`src/rtl/vec_fetch_engine_pkg.sv`:
```
// Shared opcodes and FSM state encoding for the vector operand fetch engine.
package vec_fetch_engine_pkg;

   localparam logic [1:0] OP_SET_W_BASE = 2'd0;
   localparam logic [1:0] OP_SET_X_BASE = 2'd1;
   localparam logic [1:0] OP_SET_LEN    = 2'd2;
   localparam logic [1:0] OP_RUN        = 2'd3;

   typedef enum logic [1:0] {
      IDLE  = 2'd0,
      ISSUE = 2'd1,
      DRAIN = 2'd2
   } fetch_state_t;

endpackage

```
`src/rtl/vec_fetch_engine_pair_fifo.sv`:
```
// Synchronous operand-pair FIFO; the read data comes straight from the storage
// register at the read pointer, so a push becomes visible the cycle after its edge.
module pair_fifo #(
   parameter int WIDTH = 64,
   parameter int DEPTH = 4
) (
   input  logic                     clk,
   input  logic                     rst_n,
   input  logic                     push,
   input  logic [WIDTH-1:0]         wdata,
   input  logic                     pop,
   output logic [WIDTH-1:0]         rdata,
   output logic [$clog2(DEPTH):0]   count,
   output logic                     empty,
   output logic                     full
);

   localparam int AW = $clog2(DEPTH);

   logic [DEPTH-1:0][WIDTH-1:0] mem_q;
   logic [AW-1:0]               wptr_q, rptr_q;
   logic [AW:0]                 cnt_q;
   logic                        do_pop;

   assign do_pop = pop && (cnt_q != '0);

   always_ff @(posedge clk or negedge rst_n) begin
      if (!rst_n) begin
         mem_q  <= '0;
         wptr_q <= '0;
         rptr_q <= '0;
         cnt_q  <= '0;
      end else begin
         if (push) begin
            mem_q[wptr_q] <= wdata;
            wptr_q        <= wptr_q + AW'(1);
         end
         if (do_pop) rptr_q <= rptr_q + AW'(1);
         case ({push, do_pop})
            2'b10:   cnt_q <= cnt_q + (AW+1)'(1);
            2'b01:   cnt_q <= cnt_q - (AW+1)'(1);
            default: ;
         endcase
      end
   end

   assign rdata = mem_q[rptr_q];
   assign count = cnt_q;
   assign empty = (cnt_q == '0);
   assign full  = (cnt_q == (AW+1)'(DEPTH));

endmodule

```
`src/rtl/vec_fetch_engine.sv`:
```
// Vector operand fetch: issues interleaved W/X reads under a pair-credit limit,
// pairs the in-order responses and streams {w, x} through pair_fifo.
module vec_fetch_engine
   import vec_fetch_engine_pkg::*;
#(
   parameter int ADDR_WIDTH  = 32,
   parameter int DATA_WIDTH  = 32,
   parameter int LEN_WIDTH   = 16,
   parameter int FIFO_DEPTH  = 4,
   parameter int ADDR_STRIDE = 4
) (
   input  logic                  clk,
   input  logic                  rst_n,
   input  logic                  cmd_vld,
   output logic                  cmd_rdy,
   input  logic [1:0]            cmd_op,
   input  logic [ADDR_WIDTH-1:0] cmd_data,
   output logic                  m_req_vld,
   input  logic                  m_req_rdy,
   output logic [ADDR_WIDTH-1:0] m_req_addr,
   input  logic                  m_rsp_vld,
   input  logic [DATA_WIDTH-1:0] m_rsp_data,
   output logic                  src_vld,
   input  logic                  src_rdy,
   output logic [DATA_WIDTH-1:0] src_w_data,
   output logic [DATA_WIDTH-1:0] src_x_data,
   output logic                  busy,
   output logic                  done
);

   localparam int CW = $clog2(FIFO_DEPTH) + 1;
   localparam logic [ADDR_WIDTH-1:0] STRIDE = ADDR_WIDTH'(ADDR_STRIDE);

   fetch_state_t          state_q, state_d;
   logic [ADDR_WIDTH-1:0] w_base_q, w_base_d, x_base_q, x_base_d;
   logic [ADDR_WIDTH-1:0] off_q, off_d, addr_q, addr_d;
   logic [LEN_WIDTH-1:0]  len_q, len_d, elem_q, elem_d;
   logic [CW-1:0]         pif_q, pif_d;
   logic [DATA_WIDTH-1:0] w_hold_q, w_hold_d;
   logic                  req_vld_q, req_vld_d, phase_q, phase_d;
   logic                  par_q, par_d, done_q, done_d;

   logic [CW-1:0]               fifo_cnt;
   logic                        fifo_empty, fifo_full;
   logic [2*DATA_WIDTH-1:0]     fifo_rdata;
   logic cmd_acc, req_acc, w_acc, rsp_take, push, pop, credit_ok;

   assign cmd_rdy  = (state_q == IDLE);
   assign cmd_acc  = cmd_vld && cmd_rdy;
   assign req_acc  = req_vld_q && m_req_rdy;
   assign w_acc    = req_acc && !phase_q;
   assign rsp_take = m_rsp_vld && (state_q != IDLE);
   assign push     = rsp_take && par_q && !fifo_full;
   assign pop      = src_vld && src_rdy;
   // Every W in flight owns a FIFO slot until its pair is popped.
   assign credit_ok = ({1'b0, pif_q} + {1'b0, fifo_cnt}) < (CW+1)'(FIFO_DEPTH);

   pair_fifo #(
      .WIDTH (2*DATA_WIDTH),
      .DEPTH (FIFO_DEPTH)
   ) u_fifo (
      .clk   (clk),
      .rst_n (rst_n),
      .push  (push),
      .wdata ({w_hold_q, m_rsp_data}),
      .pop   (pop),
      .rdata (fifo_rdata),
      .count (fifo_cnt),
      .empty (fifo_empty),
      .full  (fifo_full)
   );

   always_ff @(posedge clk or negedge rst_n) begin
      if (!rst_n) begin
         state_q   <= IDLE;
         w_base_q  <= '0;
         x_base_q  <= '0;
         len_q     <= '0;
         elem_q    <= '0;
         off_q     <= '0;
         addr_q    <= '0;
         pif_q     <= '0;
         w_hold_q  <= '0;
         req_vld_q <= 1'b0;
         phase_q   <= 1'b0;
         par_q     <= 1'b0;
         done_q    <= 1'b0;
      end else begin
         state_q   <= state_d;
         w_base_q  <= w_base_d;
         x_base_q  <= x_base_d;
         len_q     <= len_d;
         elem_q    <= elem_d;
         off_q     <= off_d;
         addr_q    <= addr_d;
         pif_q     <= pif_d;
         w_hold_q  <= w_hold_d;
         req_vld_q <= req_vld_d;
         phase_q   <= phase_d;
         par_q     <= par_d;
         done_q    <= done_d;
      end
   end

   always_comb begin
      state_d   = state_q;
      w_base_d  = w_base_q;
      x_base_d  = x_base_q;
      len_d     = len_q;
      elem_d    = elem_q;
      off_d     = off_q;
      addr_d    = addr_q;
      pif_d     = pif_q;
      w_hold_d  = w_hold_q;
      req_vld_d = req_vld_q;
      phase_d   = phase_q;
      par_d     = par_q;
      done_d    = 1'b0;

      if (cmd_acc) begin
         case (cmd_op)
            OP_SET_W_BASE: w_base_d = cmd_data;
            OP_SET_X_BASE: x_base_d = cmd_data;
            OP_SET_LEN:    len_d    = cmd_data[LEN_WIDTH-1:0];
            OP_RUN: begin
               if (len_q == '0) begin
                  done_d = 1'b1;
               end else begin
                  state_d   = ISSUE;
                  elem_d    = '0;
                  off_d     = '0;
                  phase_d   = 1'b0;
                  par_d     = 1'b0;
                  req_vld_d = 1'b1;
                  addr_d    = w_base_q;
               end
            end
            default: ;
         endcase
      end

      if (state_q == ISSUE) begin
         if (w_acc) begin
            // X follows its W unconditionally; the W already took the credit.
            phase_d = 1'b1;
            addr_d  = x_base_q + off_q;
         end else if (req_acc) begin
            if (elem_q == len_q - LEN_WIDTH'(1)) begin
               req_vld_d = 1'b0;
               state_d   = DRAIN;
            end else begin
               elem_d    = elem_q + LEN_WIDTH'(1);
               off_d     = off_q + STRIDE;
               phase_d   = 1'b0;
               req_vld_d = credit_ok;
               addr_d    = w_base_q + off_q + STRIDE;
            end
         end else if (!req_vld_q && credit_ok) begin
            req_vld_d = 1'b1;
            addr_d    = w_base_q + off_q;
         end
      end

      case ({w_acc, push})
         2'b10:   pif_d = pif_q + CW'(1);
         2'b01:   pif_d = pif_q - CW'(1);
         default: ;
      endcase

      if (rsp_take) begin
         par_d = !par_q;
         if (!par_q) w_hold_d = m_rsp_data;
      end

      // Leave DRAIN on the edge that pops the last pair so done lands in the first IDLE cycle.
      if (state_q == DRAIN && pif_q == '0 &&
          (fifo_empty || (fifo_cnt == CW'(1) && pop))) begin
         state_d = IDLE;
         done_d  = 1'b1;
      end
   end

   assign m_req_vld  = req_vld_q;
   assign m_req_addr = addr_q;
   assign src_vld    = !fifo_empty;
   assign src_w_data = fifo_rdata[2*DATA_WIDTH-1:DATA_WIDTH];
   assign src_x_data = fifo_rdata[DATA_WIDTH-1:0];
   assign busy       = (state_q != IDLE);
   assign done       = done_q;

endmodule
```
`config.mk`:
```
export PLATFORM = sky130hd
export DESIGN_NAME = vec_fetch_engine
export DESIGN_NICKNAME = d
export VERILOG_FILES = /design/src/rtl/vec_fetch_engine_pkg.sv /design/src/rtl/vec_fetch_engine_pair_fifo.sv /design/src/rtl/vec_fetch_engine.sv
export SDC_FILE = /design/constraint.sdc
export NUM_CORES = 1
export LEC_CHECK = 0
export ABC_AREA = 1
export CAP_MARGIN = 10
export CORE_UTILIZATION = 50
export DETAILED_ROUTE_END_ITERATION = 8
export PLACE_DENSITY = 0.71
export SLEW_MARGIN = 20
export SYNTH_ARGS = -nofsm -noshare
export SYNTH_HDL_FRONTEND = slang
export SYNTH_SLANG_ARGS = --single-unit
```
`constraint.sdc`:
```
create_clock -name clk -period 8 [get_ports clk]
set_input_delay 2.4 -clock clk [delete_from_list [all_inputs] [get_ports clk]]
set_output_delay 2.4 -clock clk [all_outputs]
set_load 0.02 [all_outputs]
```
==> key figures <==
Synth
  – Syn avg cell area: 8.48 sq um
  – Register area share after synthesis: 42.3%
  – Top FF cell, synth: dfrtp_1
  – Warning count from the yosys run: 0
  – Post-synthesis cell count: 3241
  – Count of cell types in the netlist: 62
  – Post-synth EDFFs: 0
  – Synthesized area: 0.0275 sq mm
  – Register bit total from synthesis: 464
  – Synth async-reset ratio: 100%
  – Post-Synthesis Net Count: 3395

Global route
  – Largest net degree at the start of global routing: 182
  – Number of antenna violations at the first check in global routing: 9
  – First-pass GRT wire length: 126000 um
  – Total grt overflow: 0
  – GR Util met3: 6.02%
  – Number of global-route vias before repair: 22708
  – GR Layer Usage met1: 38.8%
  – All-layer global routing usage: 28.7%
  – Grt peak-use layer: met2
  – Routing usage on met2: 45.1%

CTS
  – Clk Tree Root Cell: clkbuf_16
  – CTS tree: built
  – CTS resizes: 0
  – Hold bufs inserted after CTS: 0
  – Clock Latency Late Sink: 0.63 ns
  – CTS max path bufs: 3
  – Clk sinks: 464
  – Total number of H-tree levels: 2
  – Postcts setup bufs: 0
  – Clock transition at path regs: 0.06 ns
  – Clock buffers created by TritonCTS: 51

Pwr
  – Clock power frac: 23.3%
  – Leak Pwr: 14.9 nW
  – Power Density: 341 mW/mm^2
  – Sequential share of power: 35.0%
  – Psw: 4.14 mW
  – Switching share of total power: 38.4%
  – Combinational fraction of design power: 41.7%
  – P_int: 6.63 mW
  – Peak supply drop: 0.335 mV
  – Design Power: 10.8 mW

Route
  – Routed WL: 80000 um
  – Routed WL per cell: 19.5 um
  – Antenna-violating nets left: 0
  – Detailed Routing Iterations Pass 1: 6
  – Remaining DRCs: 0
  – DR vias/cell: 5.66
  – DR iter-0 viols: 1967
  – DR vias: 23254

Run
  – Max Cap Viol: 0

Timing
  – Worst Hold Slack: 0.495 ns
  – Period minus WS final: 6.03 ns
  – RSZ-0062 raised after global routing: false
  – Max_slew headroom: 26.2%
  – Final Cycle Share: 75.4%
  – Slew @ Worst Pin: 1.11 ns
  – Final TNS setup: 0 ns
  – FMAX: 166 MHz
  – Max-slew violations: 0
  – Final setup violation count: 0
  – Final number of hold-violating endpoints: 0
  – Clock Skews: 0.0251 ns

Setup path
  – Critical path data required time: 5.60 ns
  – CP endpoint kind: output port
  – CP arrival: 3.63 ns
  – CP max FO: 92
  – Reg2Reg Setup Slack: 4.04 ns
  – Worst Path Class, Setup: register to output port
  – Nature of the critical path startpoint: register

Place
  – Port buffer count: 172
  – Detailed Place HPWL: 55700 um
  – Gpl congestion: 0.981
  – Post-DP Area: 0.0298 sq mm

Hold path
  – Hold Crit Class: register to register

Cells and area
  – Core Util, Final: 58.5%
  – Final nets: 3519
  – Fin area: 0.0316 sq mm
  – Layout cells sized above 1: 15.1%
  – Area grow syn2layout: 15.1%

Floorplan
  – I/O pin cnt: 173
  – Core Footprint: 0.0540 sq mm
  – Die width: 236 um
  – Die Ht: 236 um
  – Initial Utilization: 50.8%
  – Row count: 85
  – DIE AREA: 0.0559 sq mm

Status
  – Status: finished clean
## path summary, 6_finish.rpt
| check | from | endpoint | cells past startpoint |
|---|---|---|---|
| max in group asynchronous | rst_n | u_fifo.rptr_q[1]$_DFFE_PN0P_ | 2 |
| worst min-delay path | x_base_q[0]$_DFFE_PN0P_ | x_base_q[0]$_DFFE_PN0P_ | 2 |
| min in group asynchronous | rst_n | elem_q[0]$_DFF_PN0_ | 1 |
| worst max register to register | u_fifo.count[2]$_DFFE_PN0P_ | m_req_addr[6]$_DFF_PN0_ | 12 |
| worst min register to register | x_base_q[0]$_DFFE_PN0P_ | x_base_q[0]$_DFFE_PN0P_ | 2 |
| worst max-delay path | u_fifo.rptr_q[0]$_DFFE_PN0P_ | src_x_data[3] | 5 |
## through the flow
step | setup slack [ns] | instances
3_3_place_gp | 2.66 | 4007
5_1_grt | 1.78 | 4106
6_report | 1.97 | 4107
2_1_floorplan | 3.91 | 3241
4_1_cts | 1.98 | 4100
3_5_place_dp | 2.66 | 4007
## registers in the layout (all words and copies together) (netlist names)
name,cells
done,1
elem_q,16
len_q,16
m_req_addr,32
m_req_vld,1
off_q,32
par_q,1
phase_q,1
pif_q,3
state_q,2
u_fifo.count,3
u_fifo.mem_q,256
u_fifo.rptr_q,2
u_fifo.wptr_q,2
w_base_q,32
w_hold_q,32
x_base_q,32
## cell type report
class	count	area (sq um)
Fill cell	4821	22400
Multi-Input combinational cell	2327	14100
Sequential cell	464	11600
Timing Repair Buffer	195	1940
Clock buffer	73	1460
Inverter	326	1230
Tap cell	696	871
Clock inverter	20	349
Antenna cell	6	15.0
## synth_stat cells (15+ instances only)
cell      number  area, sq um
o221ai_1      18          158
inv_1        311         1170
o22ai_1       71          444
clkbuf_1      75          282
a22oi_1       18          135
buf_2         35          175
nand4_1       31          194
xor2_1        74          648
xnor2_1       22          193
o21ai_1       15         75.1
or2_2         15         93.8
nand3_1      125          626
nor2_2        19          119
mux2_2       288         3240
ha_1          79          988
nor2_1       332         1250
o21ai_0      289         1450
nor3_1        29          145
dfrtp_1      464        11600
nand2_2       25          156
nand2_1      635         2380
a21oi_1       99          495
## power groups by stage
| stage | registers [mW] | logic (mW) | clock network (mW) |
|---|---|---|---|
| floorplan | 3.63 | 2.89 | 0 |
| CTS | 3.76 | 4.47 | 2.55 |
| global placement | 3.77 | 4.37 | 0 |
| global route | 3.87 | 4.84 | 2.65 |
| finish | 3.77 | 4.49 | 2.51 |
| detailed placement | 3.78 | 4.44 | 0 |
## kinds of logic after synthesis
logic type	synth area share [%]
compound gates	12.0
fa+ha+maj	3.82
buf+inv	6.53
simple gates	20.0
xor+xnor	3.18
mux	12.2
flops	42.3
## metal layers
metal  share of wire [%]  wire, um
met5               0.055        44
met4                 3.6      2880
met3                 7.8      6210
met2                  45     36200
met1                  43     34700
## cells in the final DEF, fill, tap and decap left out, types with 10 or more instances in the layout
| cell type | netlist | final |
|---|---|---|
| o221ai_1 | 18 | 18 |
| nor2_2 | 19 | 21 |
| o21ai_0 | 289 | 289 |
| o21ai_1 | 15 | 15 |
| nand2_1 | 635 | 633 |
| ha_1 | 79 | 79 |
| buf_4 | 2 | 20 |
| clkbuf_1 | 75 | 12 |
| nand3_1 | 125 | 123 |
| nand3b_1 | 11 | 11 |
| nand2_2 | 25 | 27 |
| mux2i_1 | 10 | 10 |
| nor2_4 | 5 | 10 |
| nor2_1 | 332 | 325 |
| clkdlybuf4s50_1 | 0 | 171 |
| xor2_1 | 74 | 74 |
| clkbuf_8 | 0 | 10 |
| xnor2_1 | 22 | 22 |
| o211ai_1 | 14 | 14 |
| a21oi_1 | 99 | 99 |
| dfrtp_1 | 464 | 462 |
| or2_2 | 15 | 15 |
| o22ai_1 | 71 | 71 |
| mux2_2 | 288 | 288 |
| a22oi_1 | 18 | 18 |
| clkbuf_16 | 0 | 51 |
| inv_2 | 14 | 15 |
| nor3_1 | 29 | 29 |
| nand4_1 | 31 | 31 |
| inv_1 | 311 | 310 |
## critical path: stages (launching register included)
cell,delay [ns]
dfrtp_4,0.71
inv_4,0.71
buf_4,0.50
o21ai_0,0.15
o22ai_1,0.18
clkdlybuf4s50_1,0.63
Power figures use the tool's default switching activity.
